<file path="src/rtl/pic10_pkg.sv">
// Shared definitions for the PIC10F200-compatible sequencer: FSM states,
// opcode field prefixes and reset defaults.
package pic10_pkg;

    typedef enum logic [1:0] {
        FETCH = 2'd0,
        LOAD  = 2'd1,
        EXEC  = 2'd2
    } state_t;

    localparam int unsigned     PC_W_DEFAULT      = 9;
    localparam logic [8:0]      RESET_VEC_DEFAULT = 9'h1FF;

    // ir[11:5] prefixes
    localparam logic [6:0] OP7_NOP   = 7'b0000000;
    localparam logic [6:0] OP7_MOVWF = 7'b0000001;
    // ir[11:6] prefixes
    localparam logic [5:0] OP6_DECFSZ = 6'b001011;
    localparam logic [5:0] OP6_INCFSZ = 6'b001111;
    // ir[11:8] prefixes
    localparam logic [3:0] OP4_BCF   = 4'b0100;
    localparam logic [3:0] OP4_BSF   = 4'b0101;
    localparam logic [3:0] OP4_BTFSC = 4'b0110;
    localparam logic [3:0] OP4_BTFSS = 4'b0111;
    localparam logic [3:0] OP4_RETLW = 4'b1000;
    localparam logic [3:0] OP4_CALL  = 4'b1001;
    localparam logic [3:0] OP4_MOVLW = 4'b1100;
    // ir[11:9] prefix
    localparam logic [2:0] OP3_GOTO  = 3'b101;

    function automatic logic [7:0] bit_mask(input logic [2:0] b);
        return 8'b0000_0001 << b;
    endfunction

endpackage

</file>
<file path="src/rtl/pic10_stack.sv">
// Two-level return stack: push shifts s1 into s2 (old s2 lost), pop moves
// s2 into s1 and leaves s2 in place so repeated pops keep returning it.
module pic10_stack
    import pic10_pkg::*;
#(
    parameter int unsigned WIDTH = PC_W_DEFAULT
) (
    input  logic             clk,
    input  logic             rst_n,
    input  logic             push,
    input  logic             pop,
    input  logic [WIDTH-1:0] din,
    output logic [WIDTH-1:0] top
);

    logic [WIDTH-1:0] s1;
    logic [WIDTH-1:0] s2;

    always_ff @(posedge clk or negedge rst_n) begin
        if (!rst_n) begin
            s1 <= '0;
            s2 <= '0;
        end else if (push) begin
            s2 <= s1;
            s1 <= din;
        end else if (pop) begin
            s1 <= s2;
        end
    end

    assign top = s1;

endmodule

</file>
<file path="src/rtl/pic10_seq_ctrl.sv">
// PIC10F200 instruction sequencer: three-cycle FETCH/LOAD/EXEC loop that
// decodes ir, steers the external ALU result and handles branches/skips.
module pic10_seq_ctrl
    import pic10_pkg::*;
#(
    parameter int unsigned       PC_W      = PC_W_DEFAULT,
    parameter logic [PC_W-1:0]   RESET_VEC = RESET_VEC_DEFAULT
) (
    input  logic            clk,
    input  logic            rst_n,
    input  logic            en,
    output logic [PC_W-1:0] pm_addr,
    input  logic [11:0]     pm_data,
    output logic [4:0]      rf_addr,
    input  logic [7:0]      rf_rdata,
    output logic [7:0]      rf_wdata,
    output logic            rf_we,
    output logic [11:0]     alu_opcode,
    output logic [7:0]      alu_f,
    output logic [7:0]      alu_w,
    input  logic [7:0]      alu_r,
    output logic [7:0]      w_out,
    output logic [PC_W-1:0] pc_out
);

    state_t          state;
    state_t          state_next;
    logic [11:0]     ir;
    logic [7:0]      w;
    logic [7:0]      w_next;
    logic [PC_W-1:0] pc;
    logic [PC_W-1:0] pc_next;
    logic [PC_W-1:0] pc_inc;
    logic [PC_W-1:0] stack_top;
    logic            push;
    logic            pop;

    assign pc_inc     = pc + PC_W'(1);
    assign rf_addr    = ir[4:0];
    assign alu_opcode = ir;
    assign alu_f      = rf_rdata;
    assign alu_w      = w;
    assign w_out      = w;
    assign pc_out     = pc;

    always_ff @(posedge clk or negedge rst_n) begin
        if (!rst_n) state <= FETCH;
        else        state <= state_next;
    end

    always_comb begin
        state_next = state;
        unique case (state)
            FETCH:   state_next = en ? LOAD : FETCH;
            LOAD:    state_next = EXEC;
            EXEC:    state_next = FETCH;
            default: state_next = FETCH;
        endcase
    end

    // Write strobe and data are combinational from EXEC so an async reset
    // mid-instruction suppresses the write immediately.
    always_comb begin
        rf_we    = 1'b0;
        rf_wdata = '0;
        w_next   = w;
        pc_next  = pc;
        push     = 1'b0;
        pop      = 1'b0;
        if (state == EXEC) begin
            if (ir[11:10] == 2'b00) begin
                if (ir[11:5] == OP7_MOVWF) begin
                    rf_we    = 1'b1;
                    rf_wdata = alu_r;
                end else if (ir[11:5] != OP7_NOP) begin
                    if (ir[5]) begin
                        rf_we    = 1'b1;
                        rf_wdata = alu_r;
                    end else begin
                        w_next = alu_r;
                    end
                    if ((ir[11:6] == OP6_DECFSZ || ir[11:6] == OP6_INCFSZ) && alu_r == 8'h00)
                        pc_next = pc_inc;
                end
            end else if (ir[11:9] == OP3_GOTO) begin
                pc_next = ir[PC_W-1:0];
            end else begin
                unique case (ir[11:8])
                    OP4_BCF: begin
                        rf_we    = 1'b1;
                        rf_wdata = rf_rdata & ~bit_mask(ir[7:5]);
                    end
                    OP4_BSF: begin
                        rf_we    = 1'b1;
                        rf_wdata = rf_rdata | bit_mask(ir[7:5]);
                    end
                    OP4_BTFSC: if (!rf_rdata[ir[7:5]]) pc_next = pc_inc;
                    OP4_BTFSS: if (rf_rdata[ir[7:5]])  pc_next = pc_inc;
                    OP4_RETLW: begin
                        w_next  = ir[7:0];
                        pc_next = stack_top;
                        pop     = 1'b1;
                    end
                    OP4_CALL: begin
                        push    = 1'b1;
                        pc_next = PC_W'({1'b0, ir[7:0]});
                    end
                    OP4_MOVLW: w_next = ir[7:0];
                    default:   w_next = alu_r;
                endcase
            end
        end
    end

    always_ff @(posedge clk or negedge rst_n) begin
        if (!rst_n) begin
            pc      <= RESET_VEC;
            pm_addr <= RESET_VEC;
            ir      <= '0;
            w       <= '0;
        end else begin
            unique case (state)
                FETCH: pm_addr <= pc;
                LOAD: begin
                    ir <= pm_data;
                    pc <= pc_inc;
                end
                EXEC: begin
                    pc <= pc_next;
                    w  <= w_next;
                end
                default: ;
            endcase
        end
    end

    pic10_stack #(
        .WIDTH(PC_W)
    ) u_stack (
        .clk   (clk),
        .rst_n (rst_n),
        .push  (push),
        .pop   (pop),
        .din   (pc),
        .top   (stack_top)
    );

endmodule

</file>
<file path="config.mk">
export PLATFORM = sky130hd
export DESIGN_NAME = pic10_seq_ctrl
export DESIGN_NICKNAME = d
export VERILOG_FILES = /design/src/rtl/pic10_pkg.sv /design/src/rtl/pic10_stack.sv /design/src/rtl/pic10_seq_ctrl.sv
export SDC_FILE = /design/constraint.sdc
export NUM_CORES = 1
export LEC_CHECK = 0
export CORE_ASPECT_RATIO = 0.5
export CORE_MARGIN = 2
export CORE_UTILIZATION = 25
export CTS_CLUSTER_SIZE = 8
export DETAILED_ROUTE_END_ITERATION = 6
export GPL_ROUTABILITY_DRIVEN = 0
export PLACE_DENSITY_LB_ADDON = 0.15
export SKIP_CTS_REPAIR_TIMING = 1
export SLEW_MARGIN = 25
export SYNTH_ARGS = -nofsm -noshare
export SYNTH_HDL_FRONTEND = slang
export SYNTH_SLANG_ARGS = --single-unit
export TNS_END_PERCENT = 20
</file>
<file path="constraint.sdc">
create_clock -name clk -period 2.3 [get_ports clk]
set_clock_uncertainty 0.15 [all_clocks]
set_input_delay 0.46 -clock clk [delete_from_list [all_inputs] [get_ports clk]]
set_output_delay 0.46 -clock clk [all_outputs]
set_load 0.03 [all_outputs]
</file>
==> results.rst <==
.. list-table::
   :header-rows: 1

   * - Metric
     - Value
   * - Hold slack
     - -0.0201 ns
   * - Total routing usage reported by global routing
     - 0.134
   * - Leakage power figure
     - 2.11 nW
   * - DRC violation count after routing
     - 0
   * - Most frequent standard cell in the layout excluding fill and tap cells
     - clkdlybuf4s50_1
   * - Final setup violation count
     - 4
   * - WL per Instance
     - 16.0 um
   * - Average via count per standard cell
     - 4.50
   * - Internal reg-to-reg setup slack
     - 0.07 ns
   * - Most frequent cells in the layout
     - 75 x clkdlybuf4s50_1, 52 x buf_4, 35 x dfrtp_1
   * - Status
     - finished with violations
   * - Detailed placer's ending HPWL
     - 7080 um
   * - Post-Syn Instances
     - 321
   * - Synth Area in XOR/XNOR
     - 0.0130
   * - Root buffer selected by CTS
     - clkbuf_16
   * - Area fraction in and, or, nand and nor cells after synthesis
     - 0.137
   * - Biggest cell delay along the critical path
     - 0.48 ns
   * - Number of placement rows
     - 29
   * - Least setup slack across all paths after layout
     - -0.0196 ns
   * - Slew @ Worst Pin
     - 0.630 ns
   * - Seq cells post-synth
     - 58
   * - Endpoint type of the worst setup path
     - output pin
   * - Startpoint type of the worst setup path
     - flop
   * - Maximum operating frequency
     - 431 MHz
   * - Grt total ovfl
     - 0
   * - Clock slew seen by the registers of the worst setup and hold paths
     - 0.05 ns
   * - Headroom to the max-slew limit
     - 0.580
   * - CTS tree
     - done
   * - Final wirelength
     - 9640 um
   * - Largest family of logic cells by synthesized area
     - multiplexers
   * - Family with the most delay on the worst path
     - flip-flops
   * - Avg Cell Area, Syn
     - 10.5 um^2
   * - WP data arrival
     - 1.71 ns
   * - Htree depth
     - 3
   * - Number of unique standard cell types used by synthesis
     - 46
   * - Clock Sink Count
     - 58
   * - Path category of the worst min-delay check
     - input port to asynchronous set/reset pin
   * - Vias after detailed routing
     - 2718
   * - Post-placement cell count
     - 578
   * - Max-cap check violation count
     - 0
   * - Fin. Hold Viols
     - 10
   * - Mapped cell area
     - 3360 um^2
   * - Synthesized netlist net count
     - 356
   * - Num CTS Buffers
     - 9
   * - Pins over their slew limit
     - 0
   * - Post-detailed-route count of antenna-violating nets
     - 0
   * - Startpoint of the lowest-slack register-to-register path
     - alu_opcode[6]
   * - Share of post-route cells with drive strength above 1
     - 0.355
   * - Die height
     - 85.9 um
   * - Tmin final
     - 2.32 ns
   * - Critical path class
     - flop to output pin
   * - Data required time at the worst endpoint
     - 1.69 ns
   * - Final std cell area, no fill
     - 4950 um^2
   * - Power Internal
     - 3.98 mW
   * - Vias in the first global route
     - 2726
   * - Primary flip-flop cell chosen by synthesis mapping
     - dfrtp_1
   * - Clock latency of the later-clocked register in the worst-skew pair
     - 0.32 ns
   * - Slowest cell on the critical path
     - dfrtp_2
   * - Maximum net fanout on the critical path
     - 8
   * - Number of detailed-route iterations in the first pass
     - 4
   * - Crit share post-route
     - 1.01
   * - Synthesized-area fraction occupied by ao, oa, aoi and oai cells
     - 0.110
   * - Antenna violations before repair
     - 0
   * - Violations in the final reports
     - hold timing, setup timing
   * - P per Cell Area
     - 1340 nW/um^2
   * - Number of buffer and inverter stages on the critical path
     - 2
   * - Yosys synthesis warning count
     - 0
   * - RSZ-0062 raised after global routing
     - true
   * - Io pins
     - 99
   * - Sequential cell area fraction in the yosys report
     - 0.439
   * - Area delta synth->final
     - 47.3%
   * - Number of non-filler instances in the completed layout
     - 604
   * - Die outline area
     - 14400 um^2
   * - Count of nets after finishing
     - 464
   * - Share of synthesized area spent on multiplexers
     - 0.200
   * - Maximum number of pins on one net before global-route repair
     - 25
   * - Total inserted antenna cells
     - 0
   * - Cell-by-cell trace of the critical path
     - clkbuf_4 -> nand2_1 -> mux2i_1 -> o21ai_0 -> and2_2 -> buf_4
   * - Clock network fraction of total power
     - 0.217
   * - # fillers
     - 1270
   * - Worst IR Drop VDD
     - 0.467 mV
   * - Post-synth EDFFs
     - 0
   * - Total net switching power
     - 2.63 mW
   * - Starting utilization of the core area
     - 0.261
   * - DRC violation total after the first TritonRoute iteration
     - 123
   * - Cell area after placement
     - 4510 um^2
   * - Placeable Area
     - 12900 um^2
   * - Input/output buffers
     - 98
   * - R2R depth
     - 8
   * - Fraction of power consumed by sequential logic
     - 0.303
   * - Global-route wire length before repair
     - 15000 um
   * - Die width
     - 168 um
   * - Share of async-settable or async-resettable flops after synthesis
     - 1.00
   * - FF-to-FF End
     - pc_out[7]
   * - Maximum clock path buffer count
     - 2
   * - Power share of the combinational group
     - 0.481
   * - Adder and majority gate portion of the synthesized area
     - 0.0149
   * - Sw Ratio
     - 0.398
[worst max-delay path by stage]
stage	from	endpoint	slack, ns	cells past startpoint
after floorplan	alu_opcode[9]	rf_wdata[0]	-0.01	5
after global placement	alu_r[6]	pc_out[4]	-0.18	7
after detailed placement	alu_r[6]	pc_out[4]	-0.20	7
after CTS	alu_opcode[6]	rf_wdata[1]	-0.23	7
after global routing	alu_opcode[6]	rf_wdata[4]	-0.12	6
final	alu_opcode[5]	rf_wdata[5]	-0.02	6
[worst register-to-register path, cell delays in order (launching register included)]
cell and delay, ns:
dfrtp_2 0.45, buf_4 0.15, buf_4 0.11, nor4b_2 0.29, nand4_1 0.15, a31oi_1 0.29
nand3b_4 0.22, a211oi_1 0.25, a21o_1 0.12
[registers in the layout, summed over array words and instances (netlist names)]
name / cells
state: 2
alu_opcode: 12
u_stack.s2: 9
pc_out: 9
alu_w: 8
pm_addr: 9
u_stack.top: 9
[cells in the mapped netlist, types with 2 or more instances]
| master | instances | area (um^2) |
|---|---|---|
| a211oi_1 | 6 | 45.0 |
| and2_1 | 12 | 75.1 |
| ha_1 | 4 | 50.1 |
| nand2b_1 | 2 | 12.5 |
| xnor2_1 | 2 | 17.5 |
| buf_4 | 22 | 165 |
| and3_1 | 2 | 12.5 |
| nor2_1 | 21 | 78.8 |
| o21ai_0 | 15 | 75.1 |
| clkbuf_1 | 9 | 33.8 |
| dfrtp_1 | 40 | 1000 |
| buf_2 | 4 | 20.0 |
| inv_1 | 5 | 18.8 |
| dfstp_2 | 18 | 473 |
| nand3_1 | 5 | 25.0 |
| nor2_2 | 2 | 12.5 |
| a21oi_2 | 2 | 17.5 |
| a31oi_1 | 3 | 18.8 |
| mux2i_1 | 30 | 300 |
| o22a_1 | 2 | 17.5 |
| o21ai_1 | 4 | 20.0 |
| a21oi_1 | 20 | 100 |
| a21o_1 | 2 | 15.0 |
| mux2_2 | 33 | 372 |
| buf_6 | 4 | 45.0 |
| nand2_1 | 22 | 82.6 |
| xor2_1 | 3 | 26.3 |
| nor2b_1 | 8 | 50.1 |
| nand4_1 | 2 | 12.5 |
[metal layers]
| metal | vias to the layer above | GRT usage | share of wire | wire length (um) |
|---|---|---|---|---|
| met1 | 1323 | 0.185 | 0.51 | 4920 |
| met3 | 6 | 0.0365 | 0.044 | 428 |
| met2 | 60 | 0.208 | 0.44 | 4200 |
| met4 | 0 | 0.0379 | 0.0092 | 89 |
| met5 | - | 0 | 0 | 0 |
| li1 | 1329 | - | - | - |
[logic make-up (layout without fill, tap and decap cells)]
group | count (synthesis) | count (layout)
AND/OR/NAND/NOR | 86 | 87
multiplexers | 63 | 63
AO/OA/AOI/OAI | 60 | 60
flip-flops | 58 | 58
buffers and inverters | 45 | 157
XOR/XNOR | 5 | 5
adder cells (fa/ha/maj) | 4 | 4
[per-stage QoR]
| stage | setup WS (ns) | power, mW | util | TNS, ns |
|---|---|---|---|---|
| after detailed placement | -0.204 | 5.09 | 0.350 | -1.52 |
| final | -0.0196 | 6.61 | 0.384 | -0.0345 |
| after CTS | -0.232 | 6.58 | 0.375 | -1.46 |
| after floorplan | -0.0130 | 3.93 | - | -0.104 |
| after global placement | -0.176 | 5.05 | 0.350 | -1.35 |
| after global routing | -0.119 | 7.00 | 0.384 | -0.957 |
[area by class of cell]
cell class | count | area [um^2] | area share
Tap cell | 170 | 213 | 0.0430
Timing Repair Buffer | 136 | 1260 | 0.255
Clock buffer | 11 | 243 | 0.0491
Sequential cell | 58 | 1480 | 0.299
Inverter | 5 | 18.8 | 0.00379
Multi-Input combinational cell | 219 | 1650 | 0.334
Clock inverter | 5 | 77.6 | 0.0157
[power groups by stage]
stage	Combinational (mW)	Clock, mW	Sequential [mW]
final	3.18	1.43	2.00
after floorplan	1.50	0	2.43
after global routing	3.40	1.53	2.07
after CTS	3.08	1.49	2.01
after global placement	3.05	0	2.00
after detailed placement	3.07	0	2.02
No activity file was read; power rests on OpenSTA's default activity.
